[src/rtl/multicycle_control_fsm.sv]
`default_nettype none
// ============================================================================
// Module      : multicycle_control_fsm
// Description : Moore control sequencer for a multicycle RV32I-subset core.
//               Steps each instruction through fetch, decode, execute,
//               memory and writeback phases over one shared memory and one
//               shared ALU. Also decodes immSrc and ALUcontrol
//               combinationally. A memory-ready handshake stalls FETCH,
//               MEMREAD and MEMWRITE until the access completes.
// Ports       : clk, reset            - clock, synchronous active-high reset
//               op, funct3, funct7    - instruction fields from the IR
//               zero                  - ALU zero flag (branch resolution)
//               memReady              - memory access completes this cycle
//               pcWrite, adrSrc, memWrite, irWrite, regWrite,
//               resultSrc, aluSrcA, aluSrcB - datapath enables and selects
//               immSrc, ALUcontrol    - immediate type and ALU operation
//               illegal               - pulse on an unsupported opcode
//               state                 - current state, for debug
// Revision    : 1.0 - initial release
// ============================================================================
module multicycle_control_fsm #(
  parameter int STALL_EN = 1
) (
  input  logic       clk,
  input  logic       reset,
  input  logic [6:0] op,
  input  logic [2:0] funct3,
  input  logic       funct7,
  input  logic       zero,
  input  logic       memReady,
  output logic       pcWrite,
  output logic       adrSrc,
  output logic       memWrite,
  output logic       irWrite,
  output logic       regWrite,
  output logic [1:0] resultSrc,
  output logic [1:0] aluSrcA,
  output logic [1:0] aluSrcB,
  output logic [1:0] immSrc,
  output logic [2:0] ALUcontrol,
  output logic       illegal,
  output logic [3:0] state
);

  localparam logic [3:0] S_FETCH    = 4'd0;
  localparam logic [3:0] S_DECODE   = 4'd1;
  localparam logic [3:0] S_MEMADR   = 4'd2;
  localparam logic [3:0] S_MEMREAD  = 4'd3;
  localparam logic [3:0] S_MEMWB    = 4'd4;
  localparam logic [3:0] S_MEMWRITE = 4'd5;
  localparam logic [3:0] S_EXECUTER = 4'd6;
  localparam logic [3:0] S_EXECUTEI = 4'd7;
  localparam logic [3:0] S_ALUWB    = 4'd8;
  localparam logic [3:0] S_BEQ      = 4'd9;
  localparam logic [3:0] S_JAL      = 4'd10;

  localparam logic [6:0] OP_LW    = 7'b0000011;
  localparam logic [6:0] OP_SW    = 7'b0100011;
  localparam logic [6:0] OP_RTYPE = 7'b0110011;
  localparam logic [6:0] OP_ITYPE = 7'b0010011;
  localparam logic [6:0] OP_BEQ   = 7'b1100011;
  localparam logic [6:0] OP_JAL   = 7'b1101111;

  localparam logic [1:0] ALUOP_ADD   = 2'b00;
  localparam logic [1:0] ALUOP_SUB   = 2'b01;
  localparam logic [1:0] ALUOP_FUNCT = 2'b10;

  logic [3:0] state_q;
  logic [3:0] state_d;
  logic       mem_rdy;

  // With stalling disabled the machine behaves as if memory is always ready.
  generate
    if (STALL_EN != 0) begin : g_stall
      assign mem_rdy = memReady;
    end else begin : g_no_stall
      assign mem_rdy = 1'b1;
    end
  endgenerate

  // --------------------------------------------------------------------------
  // Next-state logic
  // --------------------------------------------------------------------------
  always_comb begin
    state_d = S_FETCH;
    case (state_q)
      S_FETCH:    state_d = mem_rdy ? S_DECODE : S_FETCH;
      S_DECODE: begin
        case (op)
          OP_LW, OP_SW: state_d = S_MEMADR;
          OP_RTYPE:     state_d = S_EXECUTER;
          OP_ITYPE:     state_d = S_EXECUTEI;
          OP_BEQ:       state_d = S_BEQ;
          OP_JAL:       state_d = S_JAL;
          default:      state_d = S_FETCH;
        endcase
      end
      S_MEMADR:   state_d = (op == OP_LW) ? S_MEMREAD : S_MEMWRITE;
      S_MEMREAD:  state_d = mem_rdy ? S_MEMWB : S_MEMREAD;
      S_MEMWB:    state_d = S_FETCH;
      S_MEMWRITE: state_d = mem_rdy ? S_FETCH : S_MEMWRITE;
      S_EXECUTER: state_d = S_ALUWB;
      S_EXECUTEI: state_d = S_ALUWB;
      S_ALUWB:    state_d = S_FETCH;
      S_BEQ:      state_d = S_FETCH;
      S_JAL:      state_d = S_ALUWB;
      default:    state_d = S_FETCH;  // unused encodings recover to FETCH
    endcase
  end

  always_ff @(posedge clk) begin
    if (reset) begin
      state_q <= S_FETCH;
    end else begin
      state_q <= state_d;
    end
  end

  // --------------------------------------------------------------------------
  // Per-state outputs
  // --------------------------------------------------------------------------
  logic       pc_update;
  logic       branch;
  logic       mem_write_raw;
  logic       ir_write_raw;
  logic       reg_write_raw;
  logic       illegal_raw;
  logic [1:0] alu_op;

  always_comb begin
    pc_update     = 1'b0;
    branch        = 1'b0;
    mem_write_raw = 1'b0;
    ir_write_raw  = 1'b0;
    reg_write_raw = 1'b0;
    illegal_raw   = 1'b0;
    alu_op        = ALUOP_ADD;
    adrSrc        = 1'b0;
    resultSrc     = 2'b00;
    aluSrcA       = 2'b00;
    aluSrcB       = 2'b00;
    case (state_q)
      S_FETCH: begin
        // PC + 4 is computed on ALUResult and written straight to the PC.
        aluSrcB      = 2'b10;
        resultSrc    = 2'b10;
        ir_write_raw = mem_rdy;
        pc_update    = mem_rdy;
      end
      S_DECODE: begin
        // oldPC + imm lands in ALUOut so BEQ can use it as the target.
        aluSrcA = 2'b01;
        aluSrcB = 2'b01;
        case (op)
          OP_LW, OP_SW, OP_RTYPE, OP_ITYPE, OP_BEQ, OP_JAL: illegal_raw = 1'b0;
          default:                                           illegal_raw = 1'b1;
        endcase
      end
      S_MEMADR: begin
        aluSrcA = 2'b10;
        aluSrcB = 2'b01;
      end
      S_MEMREAD: begin
        adrSrc = 1'b1;
      end
      S_MEMWB: begin
        resultSrc     = 2'b01;
        reg_write_raw = 1'b1;
      end
      S_MEMWRITE: begin
        // Held for the whole stall so the slow memory sees a stable request.
        adrSrc        = 1'b1;
        mem_write_raw = 1'b1;
      end
      S_EXECUTER: begin
        aluSrcA = 2'b10;
        aluSrcB = 2'b00;
        alu_op  = ALUOP_FUNCT;
      end
      S_EXECUTEI: begin
        aluSrcA = 2'b10;
        aluSrcB = 2'b01;
        alu_op  = ALUOP_FUNCT;
      end
      S_ALUWB: begin
        resultSrc     = 2'b00;
        reg_write_raw = 1'b1;
      end
      S_BEQ: begin
        aluSrcA   = 2'b10;
        aluSrcB   = 2'b00;
        alu_op    = ALUOP_SUB;
        resultSrc = 2'b00;
        branch    = 1'b1;
      end
      S_JAL: begin
        // PC <- branch target held in ALUOut; oldPC + 4 goes to ALUOut for rd.
        aluSrcA   = 2'b01;
        aluSrcB   = 2'b10;
        resultSrc = 2'b00;
        pc_update = 1'b1;
      end
      default: begin
        pc_update = 1'b0;
      end
    endcase
  end

  // Enables are squashed while reset is high so an abandoned instruction
  // cannot commit anything in the reset cycle itself.
  assign pcWrite  = ~reset & ((branch & zero) | pc_update);
  assign memWrite = ~reset & mem_write_raw;
  assign irWrite  = ~reset & ir_write_raw;
  assign regWrite = ~reset & reg_write_raw;
  assign illegal  = ~reset & illegal_raw;
  assign state    = state_q;

  // --------------------------------------------------------------------------
  // ALU operation decode
  // --------------------------------------------------------------------------
  always_comb begin
    ALUcontrol = 3'b000;
    case (alu_op)
      ALUOP_ADD: ALUcontrol = 3'b000;
      ALUOP_SUB: ALUcontrol = 3'b001;
      default: begin
        case (funct3)
          // op[5] separates R-type sub from I-type addi with imm[10] set.
          3'b000:  ALUcontrol = (op[5] & funct7) ? 3'b001 : 3'b000;
          3'b010:  ALUcontrol = 3'b101;
          3'b110:  ALUcontrol = 3'b011;
          3'b111:  ALUcontrol = 3'b010;
          default: ALUcontrol = 3'b000;
        endcase
      end
    endcase
  end

  // --------------------------------------------------------------------------
  // Immediate type decode
  // --------------------------------------------------------------------------
  always_comb begin
    immSrc = 2'b00;
    case (op)
      OP_LW, OP_ITYPE: immSrc = 2'b00;
      OP_SW:           immSrc = 2'b01;
      OP_BEQ:          immSrc = 2'b10;
      OP_JAL:          immSrc = 2'b11;
      default:         immSrc = 2'b00;
    endcase
  end

endmodule
`default_nettype wire

[config.mk]
export PLATFORM = sky130hd
export DESIGN_NAME = multicycle_control_fsm
export DESIGN_NICKNAME = d
export VERILOG_FILES = /design/src/rtl/multicycle_control_fsm.sv
export SDC_FILE = /design/constraint.sdc
export NUM_CORES = 1
export LEC_CHECK = 0
export ABC_AREA = 1
export BUFFER_PORTS_ARGS = -buffer_cell sky130_fd_sc_hd__buf_2
export CORE_AREA = 10 10 47 49
export CTS_BUF_LIST = sky130_fd_sc_hd__clkbuf_8
export DETAILED_ROUTE_END_ITERATION = 12
export DIE_AREA = 0 0 57 59
export GPL_TIMING_DRIVEN = 0
export PLACE_DENSITY = 0.79
export SYNTH_ARGS = -nofsm -noshare
export SYNTH_HDL_FRONTEND = slang
export SYNTH_SLANG_ARGS = --single-unit
[constraint.sdc]
create_clock -name clk -period 1.3 [get_ports clk]
set_input_delay 0.065 -clock clk [delete_from_list [all_inputs] [get_ports clk]]
set_output_delay 0.065 -clock clk [all_outputs]
set_load 0.1 [all_outputs]
==> flow_results.org, run 1 <==
** Synthesis
- Synthesis Warnings :: 0
- Counting flops with an async set or reset pin after synthesis yields a share of 0.
- Among all flip-flop cells after synthesis, the most frequent one is dfxtp_1.
- For this run, the register share of the synthesized area comes to 0.144.
- Cell variety after synth :: 24
- Net Count, Synth :: approximately 120
- The synthesized design contains 0 enable-type register cells.
- Avg Synthesized Cell Area :: approximately 5.4 um^2
- Syn Inst Count :: roughly 100
- Cell Area, Synth :: around 550 um^2
- Number of register bits inferred by synthesis :: 4

** Placed design
- Placer Congestion :: ~0.79
- DP Worst Slack :: -261 ps
- Summed over all nets, the half-perimeter wirelength after detailed placement is around 1700 um.
- Number of buffers inserted by port buffering :: 34

** Floorplanning
- For this configuration, the core starts out at a cell density of 0.396.
- Floorplan die height :: 59 um
- Die width :: 57 um
- 36 I/O pins were placed.
- Row generation in the floorplan step produced 14 rows.

** Timing
- When the global-route repair_timing finished, the worst setup path ended at pcWrite.
- Type of pin the worst path ends at :: output port

** Clocking
- In this run the number of H-tree levels came out at 1.
- Number of buffers added by the clock tree synthesis step :: 3
- Cell chosen for the clock root :: clkbuf_8
- The clock passes through at most 2 buffers.
- Number of clock sinks seen by CTS :: 4

** Run status
- The first error in the log reads "[ERROR DPL-0038] Utilization greater than 100%, impossible to legalize".
- The flow did not finish.
- Stage where the flow stopped :: 5_1_grt

** Global routing
- Pin count of the biggest net entering global routing :: 10
[per-stage QoR]
step | instances | util | hold WS (ps) | TNS (ps) | cell area (um^2)
after floorplan | 102 | - | 241 | -5040 | 728
after global placement | 152 | 0.655 | 485 | -1650 | 918
after detailed placement | 152 | 0.655 | 494 | -1840 | 918
after CTS | 162 | 0.866 | 264 | -994 | 1210
[cell families after synthesis]
kind of cell	synth area share
AND/OR/NAND/NOR	0.580
flip-flops	0.144
AO/OA/AOI/OAI	0.129
buffers and inverters	0.147
[Yosys cell counts (2+ instances only)]
cell type / count / area share
o21ai_1: 3 / 0.027
nor2_4: 2 / 0.041
a21oi_1: 4 / 0.036
dfxtp_1: 4 / 0.14
nand2_1: 27 / 0.18
nor2_2: 2 / 0.023
a31oi_1: 2 / 0.023
inv_1: 13 / 0.088
nand3_1: 8 / 0.072
inv_2: 6 / 0.041
nor2_1: 18 / 0.12
[timing repair]
action | in CTS
hold buffers | 0
setup buffers | 7
setup endpoints to repair | 16
gates resized for setup | 57
cloned | 0
pin swaps | 5
==> run 2: changes to the inputs <==
- CORE_AREA: 10 10 47 49 -> 10 10 71 73
- CTS_BUF_LIST: sky130_fd_sc_hd__clkbuf_8 -> default
- DIE_AREA: 0 0 57 59 -> 0 0 81 83
- PLACE_DENSITY: 0.79 -> default
- PLACE_DENSITY_LB_ADDON: default -> 0.15
==> flow_results.org, run 2 <==
** Critical path
- CP startpoint kind :: flip-flop
- In this run the worst path has a maximum fanout of 4.
- The setup path with the least slack is of type reg -> out.
- The worst setup path is captured at a primary output.
- For the worst setup path, the data arrival time is roughly 1400 ps.
- Data required, critical path :: approximately 1200 ps

** Clocking
- The maximum level of the CTS H-tree came to 1 (unchanged).
- TritonCTS built the clock tree.
- Cell chosen for the clock root :: clkbuf_8 (unchanged)
- The buffer depth of the longest clock path is 2 (unchanged).
- The later pin in the worst-skew pair is clocked with a latency of 220 ps.
- Clock transition time at the flip-flop clock pins of the worst setup and hold paths :: roughly 30 ps
- Number of buffers added by the clock tree synthesis step :: 3 (unchanged)
- The number of clock sinks seen by CTS came to 4 (unchanged).

** Floorplanning
- Initial core utilization :: 0.153 (was 0.396)
- The overall die width was 81 um (was 57 um).
- Area of the die :: 0.00672 mm^2
- The number of rows in the core area was 22 (was 14).
- The number of placed I/O pins came to 36 (unchanged).
- The floorplan die height was 83 um (was 59 um).
- The floorplan step defined a core boundary enclosing between 0.003 and 0.004 mm^2.

** Timing
- Final setup violation count :: 13
- In the post-route analysis, the smallest setup slack over all paths is -170 ps.
- For the finished layout, the period the worst path requires is about 1500 ps.
- Setup total negative slack on the finished layout was measured at -1170 ps.
- Fraction of the cycle the final worst path needs :: 1.13
- For the pin with the worst max-slew slack, the measured transition is roughly 870 ps.
- The max-slew violation count was 0.
- Hold violation count in the final report :: 0
- Setup repair after global routing could not meet its margin everywhere.
- Final worst clock skew :: ~2.4 ps
- Measured against its own limit, the worst slew margin works out to 0.422.
- Final hold analysis gives a worst-case slack of 272 ps.
- Based on the critical path, the design can be clocked at up to just under 700 MHz.

** Final layout
- In the final design database the tool counted about 170 nets.
- Once layout is done, the placed cells without fillers occupy approximately 0.0014 mm^2.
- The library cells used most frequently in the layout, excluding fill and tap cells, are nand2_1, buf_2, buf_12, nor2_4, nor2_1.
- Leaving out fill and tap cells, the most frequent cell in the layout is nand2_1.
- 0 antenna diodes ended up in the layout.
- Final std cells w/o fill :: 199
- In the final layout, the share of cells above drive strength 1 is 0.649.
- Layout overhead on the synthesized area :: 147%
- Number of flip-flops in the largest register :: 4

** Placed design
- The cell total after placement is 184 (was 152).
- DP Worst Slack :: -270 ps (was -261 ps)
- The number of buffers added on ports came to 34 (unchanged).
- The weighted congestion at the end of routability-driven global placement was 0.791 (was 0.789).
- The standard cell area after detailed placement came to 958 um^2 (was 918 um^2).
- Half-perimeter wire length after placement :: 1930 um (was 1660 um)

** Synthesis
- Count of flip-flops with a built-in enable after synthesis :: 0 (unchanged)
- Dominant cells by area after synthesis :: nand2_1, dfxtp_1, nor2_1, inv_1, nand3_1 (unchanged)
- Most used flip-flop cell after synthesis :: dfxtp_1 (unchanged)
- Cell variety after synth :: 24 (unchanged)
- Avg Synthesized Cell Area :: 5.43 um^2 (unchanged)
- List of most frequent post-synthesis cells: nand2_1, nor2_1, inv_1 (unchanged).
- The area share of the largest cell type after synthesis came to 0.183 (unchanged).
- The share of synthesized flip-flops with an asynchronous set or reset came to 0 (unchanged).
- The post-synthesis instance area came to 554 um^2 (unchanged).
- Sequential element share of the synthesized area :: 0.144 (unchanged)
- Syn Inst Count :: 102 (unchanged)
- Synthesis Warnings :: 0 (unchanged)
- Number of register bits inferred by synthesis :: 4 (unchanged)
- Leading cell type by number of instances after synthesis :: nand2_1 (unchanged)
- Net Count, Synth :: 117 (unchanged)
- Cell type with the largest total area after synthesis :: nand2_1 (unchanged)

** Job
- The tool flagged a number of max-cap violations equal to 0.

** Detailed routing
- Antenna-violating nets left :: 0
- Via total after detailed routing :: roughly 800
- The final layout contains routed wiring with a total length of 2440 um.
- After detailed routing, the average wire length per cell comes to approximately 12 um.
- Number of design-rule violations left by the first detailed-router iteration :: 45
- Number of iterations in the first detailed-routing pass :: 4
- Drt drc :: 0
- Routed vias/inst :: 4.06

** Run status
- Result of the run: finished, violations left (was stopped before the end).
- Violations in the final reports :: setup timing

** Global routing
- Summed over all layers, the global routing overflow is 0.
- Global-route wire length before repair :: slightly above 4000 um
- Across every metal layer, demand over resource in global routing totals 0.0758.
- Initial antenna violation count :: 0
- The number of global-route vias before repair came to slightly below 900.
- Entering global routing, the biggest net connects 10 pins.

** Power
- In this run the power density over the cells is 521 mW/mm^2.
- Power spent charging and discharging nets :: ~0.29 mW
- Static Leakage :: 0.630 nW
- Of the total power, the clock network draws 0.364.
- Proportion of power drawn by combinational gates :: 0.462
- Sequential power share :: 0.175
- Design internal power :: between 0.4 and 0.5 mW
- The worst-case IR drop observed on VDD is a little over 0.2 mV.
- Net switching share of the total power :: 0.405

** Worst hold path
- Type of the worst min-delay path :: in -> reg
-- run 2: cell counts after synthesis --
Identical to the previous run, type by type.
-- run 2: cell families after synthesis --
| logic type | synth area share |
|---|---|
| DFF | 0.144 |
| buffers and inverters | 0.147 |
| AOI/OAI and AO/OA | 0.129 |
| and+or+nand+nor | 0.580 |
-- run 2: critical path, cell delays in order, from the launching register on --
cell	delay [ps]
dfxtp_4	350
nor2_4	180
inv_4	70
buf_4	140
buf_6	110
o21ai_4	140
buf_12	190
-- run 2: path summary, 6_finish.rpt --
path                             from                  end  slack (ps)  cells after the start
setup reg to reg  state[2]$_SDFF_PP0_  state[2]$_SDFF_PP0_          70                      9
hold / removal               memReady  state[2]$_SDFF_PP0_         270                      5
setup / recovery  state[2]$_SDFF_PP0_           aluSrcB[1]        -170                      6
hold reg to reg   state[1]$_SDFF_PP0_  state[1]$_SDFF_PP0_         770                      4
-- run 2: timing repair --
action | in CTS | in global routing
setup endpoints to repair | 15 | 17
setup buffers | 7 | 5
gates cloned | 0 | 0
hold buffers | 0 | 0
gates resized for setup | 63 | 12
pin swaps | 6 | 7
-- run 2: area by class of cell --
| class | instances | area, um^2 |
|---|---|---|
| plain buffers | 1 | 3.75 |
| fillers | 382 | 2260 |
| well taps | 48 | 60.1 |
| repair buffers | 46 | 484 |
| flip-flops and latches | 4 | 95.1 |
| multi-input cells | 77 | 602 |
| clock buffers | 3 | 41.3 |
| inverters | 20 | 85.1 |
-- run 2: power groups by stage --
stage	Sequential, mW	Clock (mW)	Combinational, mW
floorplan	0.141	0	0.192
global placement	0.126	0	0.266
detailed placement	0.126	0	0.268
CTS	0.125	0.267	0.324
global route	0.125	0.277	0.348
finish	0.125	0.260	0.330
-- run 2: per-stage QoR --
stage | total power [mW] | utilization
finish | 0.714 | 0.377
CTS | 0.716 | 0.356
global route | 0.750 | 0.377
detailed placement | 0.394 | 0.264
global placement | 0.392 | 0.264
floorplan | 0.334 | -
-- run 2: per-layer routing --
metal  GRT usage  part of all wire
met1      0.0831              0.40
met2       0.124              0.50
met3      0.0172             0.076
met4      0.0516             0.026
met5           0                 0
(Power assumes the default switching activity.)
